File: src/rtl/chip2chip_master_ctrl_if.sv
// chip2chip_master_ctrl_if: initiator-side pins of the req/ack/valid link,
// plus the local send/data_sw/status signals.
interface chip2chip_master_ctrl_if #(
  parameter int DATA_W = 3
);
  logic              send;
  logic [DATA_W-1:0] data_sw;
  logic              ack;
  logic              request;
  logic              valid;
  logic [DATA_W-1:0] data_out;
  logic              notice;
  logic              busy;
  logic              done;
  logic              timeout;

  modport master (
    input  send, data_sw, ack,
    output request, valid, data_out,
    output notice, busy, done, timeout
  );

  modport slave (
    output send, data_sw, ack,
    input  request, valid, data_out,
    input  notice, busy, done, timeout
  );
endinterface

File: src/rtl/chip2chip_master_ctrl.sv
// chip2chip_master_ctrl: initiator FSM for the req/ack/valid chip link.
// Optional REQ ack timeout enabled by defining C2C_ACK_TIMEOUT_EN.
module chip2chip_master_ctrl #(
  parameter int DATA_W         = 3,
  parameter int CNT_W          = 27,
  parameter int HOLD_CYCLES    = 100000000,
  parameter int TIMEOUT_CYCLES = 200000000
) (
  input logic clk,
  input logic rst_n,
  chip2chip_master_ctrl_if.master bus
);

  typedef enum logic [1:0] {
    IDLE    = 2'b00,
    REQ     = 2'b01,
    SEND    = 2'b10,
    RELEASE = 2'b11
  } state_t;

`ifdef C2C_ACK_TIMEOUT_EN
  localparam bit TMO_EN = 1'b1;
`else
  localparam bit TMO_EN = 1'b0;
`endif

  localparam logic [CNT_W-1:0] HOLD_LAST =
    CNT_W'(HOLD_CYCLES - 1);
  localparam logic [CNT_W-1:0] TMO_LAST =
    CNT_W'(TIMEOUT_CYCLES - 1);

  state_t            state, state_d;
  logic [CNT_W-1:0]  cnt, cnt_d;
  logic [DATA_W-1:0] word, word_d;
  logic              good, good_d;
  logic              done_d, tmo_d;
  logic              ack_q, ack_s;

  logic              request_q, valid_q;
  logic              notice_q, busy_q;
  logic              done_q, timeout_q;
  logic [DATA_W-1:0] data_q;

  always_ff @(posedge clk) begin
    if (!rst_n) begin
      state     <= IDLE;
      cnt       <= '0;
      word      <= '0;
      good      <= 1'b0;
      ack_q     <= 1'b0;
      ack_s     <= 1'b0;
      request_q <= 1'b0;
      valid_q   <= 1'b0;
      notice_q  <= 1'b0;
      busy_q    <= 1'b0;
      done_q    <= 1'b0;
      timeout_q <= 1'b0;
      data_q    <= '0;
    end else begin
      state     <= state_d;
      cnt       <= cnt_d;
      word      <= word_d;
      good      <= good_d;
      ack_q     <= bus.ack;
      ack_s     <= ack_q;
      // outputs follow the state being entered
      request_q <= (state_d == REQ) ||
                   (state_d == SEND);
      valid_q   <= (state_d == SEND);
      notice_q  <= (state_d == REQ);
      busy_q    <= (state_d != IDLE);
      done_q    <= done_d;
      timeout_q <= tmo_d;
      data_q    <= (state_d == SEND) ? word_d : '0;
    end
  end

  always_comb begin
    state_d = state;
    cnt_d   = cnt;
    word_d  = word;
    good_d  = good;
    done_d  = 1'b0;
    tmo_d   = 1'b0;
    unique case (state)
      IDLE: begin
        cnt_d = '0;
        if (bus.send && !ack_s) begin
          word_d  = bus.data_sw;
          state_d = REQ;
        end
      end
      REQ: begin
        if (ack_s) begin
          state_d = SEND;
          cnt_d   = '0;
          good_d  = 1'b1;
        end else if (TMO_EN && cnt == TMO_LAST) begin
          state_d = RELEASE;
          cnt_d   = '0;
          tmo_d   = 1'b1;
        end else if (TMO_EN) begin
          cnt_d = cnt + 1'b1;
        end
      end
      SEND: begin
        if (cnt == HOLD_LAST) begin
          state_d = RELEASE;
          cnt_d   = '0;
        end else begin
          cnt_d = cnt + 1'b1;
        end
      end
      RELEASE: begin
        cnt_d = '0;
        if (!ack_s) begin
          state_d = IDLE;
          done_d  = good;
          good_d  = 1'b0;
        end
      end
    endcase
  end

  assign bus.request  = request_q;
  assign bus.valid    = valid_q;
  assign bus.data_out = data_q;
  assign bus.notice   = notice_q;
  assign bus.busy     = busy_q;
  assign bus.done     = done_q;
  assign bus.timeout  = timeout_q;

endmodule

File: src/flat_wrapper.sv
// flat-port wrapper written by rule: the top's interface ports become plain ports
module chip2chip_master_ctrl_flat 
#(
  parameter int DATA_W         = 3,
  parameter int CNT_W          = 27,
  parameter int HOLD_CYCLES    = 100000000,
  parameter int TIMEOUT_CYCLES = 200000000
)
  (clk, rst_n, bus_send, bus_data_sw, bus_ack, bus_request, bus_valid, bus_data_out, bus_notice, bus_busy, bus_done, bus_timeout);
  chip2chip_master_ctrl_if #(.DATA_W(DATA_W)) bus_i ();
  input logic clk;
  input logic rst_n;
  input wire logic [$bits(bus_i.send)-1:0] bus_send;
  input wire logic [$bits(bus_i.data_sw)-1:0] bus_data_sw;
  input wire logic [$bits(bus_i.ack)-1:0] bus_ack;
  output wire logic [$bits(bus_i.request)-1:0] bus_request;
  output wire logic [$bits(bus_i.valid)-1:0] bus_valid;
  output wire logic [$bits(bus_i.data_out)-1:0] bus_data_out;
  output wire logic [$bits(bus_i.notice)-1:0] bus_notice;
  output wire logic [$bits(bus_i.busy)-1:0] bus_busy;
  output wire logic [$bits(bus_i.done)-1:0] bus_done;
  output wire logic [$bits(bus_i.timeout)-1:0] bus_timeout;
  assign bus_i.send = bus_send;
  assign bus_i.data_sw = bus_data_sw;
  assign bus_i.ack = bus_ack;
  assign bus_request = bus_i.request;
  assign bus_valid = bus_i.valid;
  assign bus_data_out = bus_i.data_out;
  assign bus_notice = bus_i.notice;
  assign bus_busy = bus_i.busy;
  assign bus_done = bus_i.done;
  assign bus_timeout = bus_i.timeout;
  chip2chip_master_ctrl #(.DATA_W(DATA_W), .CNT_W(CNT_W), .HOLD_CYCLES(HOLD_CYCLES), .TIMEOUT_CYCLES(TIMEOUT_CYCLES)) u_core (.clk(clk), .rst_n(rst_n), .bus(bus_i));
endmodule
File: config.mk
export PLATFORM = sky130hd
export DESIGN_NAME = chip2chip_master_ctrl_flat
export DESIGN_NICKNAME = d
export VERILOG_FILES = /design/src/rtl/chip2chip_master_ctrl_if.sv /design/src/rtl/chip2chip_master_ctrl.sv /design/src/flat_wrapper.sv
export SDC_FILE = /design/constraint.sdc
export NUM_CORES = 1
export LEC_CHECK = 0
export BUFFER_PORTS_ARGS = -buffer_cell sky130_fd_sc_hd__clkbuf_2
export CAP_MARGIN = 25
export CELL_PAD_IN_SITES_DETAIL_PLACEMENT = 1
export CELL_PAD_IN_SITES_GLOBAL_PLACEMENT = 1
export CORE_ASPECT_RATIO = 1.5
export CORE_MARGIN = 4
export CORE_UTILIZATION = 30
export DETAILED_ROUTE_END_ITERATION = 12
export GPL_TIMING_DRIVEN = 0
export MAX_ROUTING_LAYER = met4
export PLACE_DENSITY_LB_ADDON = 0.1
export SYNTH_ARGS = -nofsm -noshare
export SYNTH_HDL_FRONTEND = slang
export SYNTH_SLANG_ARGS = --single-unit
File: constraint.sdc
create_clock -name clk -period 2.38 [get_ports clk]
set_clock_uncertainty 0.1 [all_clocks]
set_input_delay 0.238 -clock clk [delete_from_list [all_inputs] [get_ports clk]]
set_output_delay 0.238 -clock clk [all_outputs]
set_load 0.01 [all_outputs]
==> results of run 1 <==
## path summary, 6_finish.rpt
| kind | slack (ns) | endpoint | cells after the start |
|---|---|---|---|
| hold / removal | 0.05 | u_core.ack_q | 2 |
| setup reg to reg | 0.16 | u_core.cnt[19] | 8 |
| setup / recovery | 0.16 | u_core.cnt[19] | 8 |
| hold reg to reg | 0.34 | u_core.ack_s | 1 |
## cell type report
cell class / instances / area share (%)
Clock buffer: 5 / 2.825
Inverter: 10 / 1.541
Clock inverter: 3 / 1.798
Tap cell: 76 / 3.903
Buffer: 10 / 2.568
Multi-Input combinational cell: 175 / 46.84
Sequential cell: 43 / 35.49
Timing Repair Buffer: 21 / 5.033
## cell usage after synthesis (all sizes together)
master  number  share of area (%)
ha           4                2.4
or4          2               0.73
xor2         1               0.43
o32ai        1               0.43
nor3         8                2.7
or2          1               0.30
o21ai       13                3.2
conb         1               0.18
a311oi       1               0.43
nor4b        1               0.43
nand3       13                3.2
buf          4                1.8
nor2b        8                2.4
dfxtp       43                 42
and2        11                3.3
nor2        13                2.4
a21o         2               0.73
nand2b       4                1.2
a21boi       2               0.73
clkbuf       6                1.1
or4b         1               0.67
a22o         3                1.3
nor4         4                2.6
and3         1               0.30
a41oi        1               0.43
nand2       20                3.6
and4         1               0.43
a32oi        2               0.85
a31o         2               0.85
o21bai       2               0.73
o22ai        1               0.30
xnor2        1               0.43
a31oi       13                4.0
o211ai       2               0.73
nand4        7                3.0
or3          7                2.1
mux2i        3                1.5
a21oi       18                4.4
inv         10                1.8
## stage by stage
stage	power [mW]	TNS, ns	cells	utilization (%)	instance area, sq um
after floorplan	0.8097	0	238	-	2057
after global placement	0.8389	-1.212	327	33.71	2217
after detailed placement	0.8391	-1.166	327	33.71	2217
after CTS	1.432	0	337	36.02	2369
after global routing	1.481	0	343	37.04	2436
final	1.408	0	343	37.04	2436
## what timing repair did
action | CTS | global route
setup buffers | 2 | 5
pin swaps | 2 | 3
gates resized for setup | 3 | 10
endpoints found under the setup margin | 17 | 22
## metal layers
metal / part of all wire, % / vias up
li1: - / 915
met4: 2.2 / 0
met3: 1.8 / 9
met5: 0 / -
met2: 55 / 21
met1: 41 / 896
## power by group through the flow
stage / clock (mW) / sequential (mW) / combinational, mW
after floorplan: 0 / 0.759 / 0.0503
after global placement: 0 / 0.758 / 0.0804
after detailed placement: 0 / 0.759 / 0.0803
after CTS: 0.610 / 0.742 / 0.0807
after global routing: 0.643 / 0.744 / 0.0940
final: 0.585 / 0.742 / 0.0810
## flip-flops by register name (all words and copies together), names as in the netlist
| name | count |
|---|---|
| u_core.ack_q | 1 |
| u_core.bus.notice | 1 |
| u_core.good | 1 |
| u_core.word | 3 |
| u_core.cnt | 27 |
| u_core.bus.done | 1 |
| u_core.bus.busy | 1 |
| u_core.bus.data_out | 3 |
| u_core.bus.request | 1 |
| u_core.bus.valid | 1 |
| u_core.ack_s | 1 |
| u_core.state | 2 |
## cell families after synthesis
group           after synthesis
mux                           3
fa+ha+maj                     4
buf+inv                      20
flops                        43
xor+xnor                      2
other cells                   1
compound gates               63
simple gates                102
==> qor.csv, run 1 <==
stage,metric,value,unit
run_status,status,finished clean,
floorplan,dieArea,8273,sq um
finish,multi_input_area,1141,sq um
pwr,vdd_drop_max,0.0003556,V
clock_tree,tritoncts,yes,
worst_setup_path,slowest_stage,or4b_4,
global_routing,grtUsageTotal,15.66,%
floorplan,fp-row-count,36,
worst_setup_path,crit_top_cell,buf_4,
global_routing,busiest_layer,met2,
finish,antennaDiodeCount,0,
global_routing,antenna_found_initial,0,
synthesis,syn_area,2057,sq um
routing,drt_first_pass_iters,4,
synthesis,seq_area_frac_synth,41.85,%
routing,num_vias,1841,
finish,regArea,864.6,sq um
routing,vias_per_cell,5.367,
timing,tightest_slew,0.6789,ns
routing,wirelength,5.616,mm
synthesis,postSynthAreaPerCell,8.643,sq um
global_routing,grt_pass1_vias,1920,
finish,final_cell_mix,"40 x dfxtp_1, 20 x nand2_1, 18 x a21oi_1, 16 x clkbuf_2",
routing,drcViolationCount,0,
clock_tree,cts_sinks,43,
timing,fin_crit,2.216,ns
global_routing,use_met3,2.562,%
routing,ant_nets,0,
worst_hold_path,min_from,bus_ack,
routing,drt_iter0_markers,75,
worst_setup_path,crit_start,u_core.cnt[9],
worst_setup_path,worstPathCellList,"or4b_4, nor3_4, buf_4, a31oi_1, buf_4, buf_6, a32oi_1, nand2_1",
finish,area_growth,18.43,%
synthesis,synth-compound-area-share,18.98,%
global_routing,grt_pass1_wl,9.542,mm
global_routing,gr-usage-met1,16.55,%
worst_hold_path,hold_class,in -> reg,
synthesis,synthDistinctLibCells,47,
timing,relSlewSlack,54.36,%
synthesis,syn_inst,238,
pwr,leakage,0.8804,nW
global_routing,grt_max_degree,15,
timing,worst_slack,0.1641,ns
floorplan,start_util,31.28,%
clock_tree,postCtsHoldBufs,0,
clock_tree,clkTransAtPathRegs,0.09,ns
pwr,p_per_area,577.8,nW/um^2
finish,final_common_cell,dfxtp_1,
timing,slew_violations,0,
place,dp_slack,-0.2111,ns
worst_setup_path,endpoint_kind,register,
place,port_buffers,13,
finish,layout-drive-gt1-share,19.48,%
pwr,comb_power_share,5.8,%
timing,rsz0062_at_grt,no,
floorplan,die_w,75.61,um
floorplan,ios,16,
pwr,switching_power,0.3270,mW
worst_setup_path,cpPeakStageDelay,0.57,ns
worst_setup_path,crit_required,2.47,ns
worst_setup_path,crit_family,simple AND/OR/NAND/NOR gates,
worst_setup_path,critPathKind,reg -> reg,
clock_tree,root_buffer,clkbuf_8,
pwr,p_int,1.081,mW
global_routing,grt-ovfl-total,0,
synthesis,synth_top_family_by_area,simple AND/OR/NAND/NOR gates,
timing,min_period_over_period,93.11,%
clock_tree,clkLatencyLatePin,0.30,ns
pwr,power.sequential.fraction,52.7,%
synthesis,synthAdderAreaFrac,2.433,%
timing,setup_viol,0,
synthesis,yosys.area_share.simple,29.50,%
pwr,swShare,23.23,%
worst_setup_path,rr_startpoint,u_core.cnt[9],
routing,wl_per_cell,16.37,um
synthesis,synthMuxAreaShare,1.460,%
global_routing,globalRouteMet2Util,28.24,%
pwr,p_clk_share,41.5,%
worst_setup_path,worst-path-max-fanout,10,
run,drv_cap,0,
finish,nets,277,
timing,holdWs,0.04646,ns
worst_setup_path,critPathBufInv,3,
clock_tree,htreeDepth,2,
clock_tree,clock_path_buffers,2,
timing,max_freq,451.3,MHz
worst_setup_path,cp-start-kind,register,
clock_tree,cts_made_buffers,5,
synthesis,yosysWarnings,0,
floorplan,die_h,109.4,um
worst_setup_path,worstPathArrival,2.31,ns
synthesis,synth_xor_area_share,0.8516,%
synthesis,ys_ff_latch,43,
place,dpl.hpwl,4.063,mm
synthesis,syn-num-nets,249,
finish,n_fill_cell,805,
timing,hold_viol,0,
floorplan,core_area,6576,sq um
place,place_congestion,0.7231,
Note: power is estimated with default switching activity, not from simulation.
==> inputs of run 2 (changes only) <==
--- a/config.mk
+++ b/config.mk
@@ -15,7 +15,7 @@
 export DETAILED_ROUTE_END_ITERATION = 12
 export GPL_TIMING_DRIVEN = 0
 export MAX_ROUTING_LAYER = met4
-export PLACE_DENSITY_LB_ADDON = 0.1
+export PLACE_DENSITY = 0.59
 export SYNTH_ARGS = -nofsm -noshare
 export SYNTH_HDL_FRONTEND = slang
 export SYNTH_SLANG_ARGS = --single-unit
==> run 2 against run 1 <==
  * Critical path type unchanged
  * Hold slack got worse by 0.0085 ns
  * Design area fell by 2.7%
  * Register-to-register slack got worse by 0.04 ns
  * Count of clock-buffer cells in the layout did not move
==> qor.csv, run 2 (same netlist as run 1, synthesis figures left out) <==
stage,metric,value,unit,change
run_status,status,finished clean,,
clock_tree,root_buffer,clkbuf_8,,
place,dpl.hpwl,3.965,mm,-2.4%
finish,area_growth,15.21,%,
finish,antennaDiodeCount,0,,unchanged
routing,drcViolationCount,0,,unchanged
floorplan,ios,16,,unchanged
pwr,switching_power,0.3108,mW,-5.0%
pwr,leakage,0.8290,nW,-5.8%
timing,relSlewSlack,54.54,%,+0.17 points
global_routing,grt_pass1_vias,1940,,+1.0%
floorplan,core_area,6576,sq um,unchanged
clock_tree,cts_made_buffers,5,,unchanged
pwr,comb_power_share,5.8,%,about the same
routing,wirelength,5.388,mm,-4.1%
finish,layout-drive-gt1-share,15.38,%,-4.1 points
timing,holdWs,0.03801,ns,-0.008451 ns
pwr,swShare,22.44,%,-0.79 points
worst_setup_path,cp-start-kind,register,,
finish,final_cell_mix,"43 x dfxtp_1, 20 x nand2_1, 18 x a21oi_1, 14 x clkbuf_2",,
timing,hold_viol,0,,unchanged
floorplan,die_h,109.4,um,unchanged
global_routing,grt_max_degree,14,,-1
timing,slew_violations,0,,unchanged
routing,vias_per_cell,5.429,,+1.1%
clock_tree,tritoncts,yes,,
pwr,vdd_drop_max,0.0002650,V,-25%
timing,max_freq,443.4,MHz,-1.7%
pwr,p_int,1.074,mW,-0.59%
clock_tree,postCtsHoldBufs,0,,unchanged
finish,nets,271,,-2.2%
worst_setup_path,slowest_stage,or4b_4,,
place,place_congestion,0.7471,,+3.3%
pwr,p_clk_share,40.6,%,-0.9 points
pwr,power.sequential.fraction,53.6,%,+0.9 points
worst_setup_path,critPathKind,reg -> reg,,
timing,tightest_slew,0.6763,ns,-0.002588 ns
run,drv_cap,0,,unchanged
global_routing,grt_pass1_wl,9.377,mm,-1.7%
clock_tree,clock_path_buffers,2,,unchanged
floorplan,fp-row-count,36,,unchanged
worst_setup_path,crit_required,2.47,ns,about the same
finish,final_common_cell,dfxtp_1,,
pwr,p_per_area,584.4,nW/um^2,+1.1%
floorplan,start_util,31.28,%,unchanged
clock_tree,clkLatencyLatePin,0.30,ns,about the same
timing,setup_viol,0,,unchanged
timing,min_period_over_period,94.76,%,+1.7 points
clock_tree,cts_sinks,43,,unchanged
floorplan,die_w,75.61,um,unchanged
routing,drt_first_pass_iters,4,,unchanged
routing,ant_nets,0,,unchanged
worst_setup_path,endpoint_kind,register,,
clock_tree,clkTransAtPathRegs,0.08,ns,about the same
finish,post-route-util,36.04,%,-1.0 points
global_routing,grt-ovfl-total,0,,unchanged
worst_setup_path,worstPathCellList,"or4b_4, nor3_4, a31oi_1, o32ai_2, inv_1, ha_1, and2_1",,
routing,drt_iter0_markers,80,,+6.7%
worst_setup_path,critPathBufInv,1,,-2
global_routing,grtUsageTotal,15.18,%,-0.48 points
timing,fin_crit,2.255,ns,+0.03941 ns
worst_setup_path,worst-path-max-fanout,7,,-3
floorplan,dieArea,8273,sq um,unchanged
place,port_buffers,13,,unchanged
global_routing,antenna_found_initial,0,,unchanged
worst_setup_path,crit_family,simple AND/OR/NAND/NOR gates,,
worst_setup_path,cpPeakStageDelay,0.58,ns,about the same
routing,num_vias,1824,,-0.92%
worst_hold_path,hold_class,in -> reg,,
routing,wl_per_cell,16.04,um,-2.1%
finish,largest_register_ff_count,27,,unchanged
worst_setup_path,worstPathArrival,2.35,ns,+0.04 ns
finish,top_register,u_core.cnt,,
clock_tree,htreeDepth,2,,unchanged
-- run 2: final cells by class --
class / count / area (sq um)
inverters: 10 / 37.54
repair buffers: 15 / 77.57
well taps: 76 / 95.09
clock inverters: 2 / 37.54
fillers: 796 / 4207
clock buffers: 5 / 68.82
multi-input cells: 175 / 1132
flip-flops and latches: 43 / 860.8
plain buffers: 10 / 60.06
-- run 2: path summary, 6_finish.rpt --
kind / cells past startpoint / from / end / slack (ns)
max: 7 / u_core.cnt[9] / u_core.bus.request / 0.12
min: 2 / bus_ack / u_core.ack_q / 0.04
max reg2reg: 7 / u_core.cnt[9] / u_core.bus.request / 0.12
min reg2reg: 1 / u_core.ack_q / u_core.ack_s / 0.34
-- run 2: power by group through the flow --
stage	Sequential, mW	Combinational, mW	Clock [mW]
after global placement	0.759	0.0787	0
final	0.742	0.0804	0.563
after global routing	0.745	0.0940	0.615
after CTS	0.742	0.0805	0.586
after floorplan	0.759	0.0503	0
after detailed placement	0.759	0.0800	0
-- run 2: worst register-to-register path, cell delays in order (launching register included) --
cell     delay, ns
dfxtp_1       0.38
or4b_4        0.58
nor3_4        0.24
a31oi_1       0.14
o32ai_2       0.16
inv_1         0.11
ha_1          0.29
and2_1        0.16
-- run 2: metal layers --
metal  up-vias  track usage (%)  wire length [um]  part of all wire [%]
met5         -                -                 0                     0
met4         0            5.875                88                   1.6
met3         7            2.470                90                   1.7
met2        18            27.13              2957                    55
met1       897            16.31              2251                    42
li1        902                -                 -                     -
-- run 2: through the flow --
step | total power, mW | instances | setup TNS, ns | worst slack [ns] | cell area [sq um]
3_5_place_dp | 0.8389 | 327 | -0.9204 | -0.1735 | 2217
2_1_floorplan | 0.8097 | 238 | 0 | 0.2199 | 2057
6_report | 1.385 | 336 | 0 | 0.1247 | 2370
4_1_cts | 1.408 | 335 | 0 | 0.04756 | 2355
5_1_grt | 1.454 | 336 | -0.03547 | -0.01590 | 2370
3_3_place_gp | 0.8373 | 327 | -0.8230 | -0.1690 | 2217
-- run 2: what timing repair did --
action	4_1_cts	5_1_grt
endpoints found under the setup margin	14	10
buffers inserted	1	0
resized for setup	3	2
pin swaps	1	1
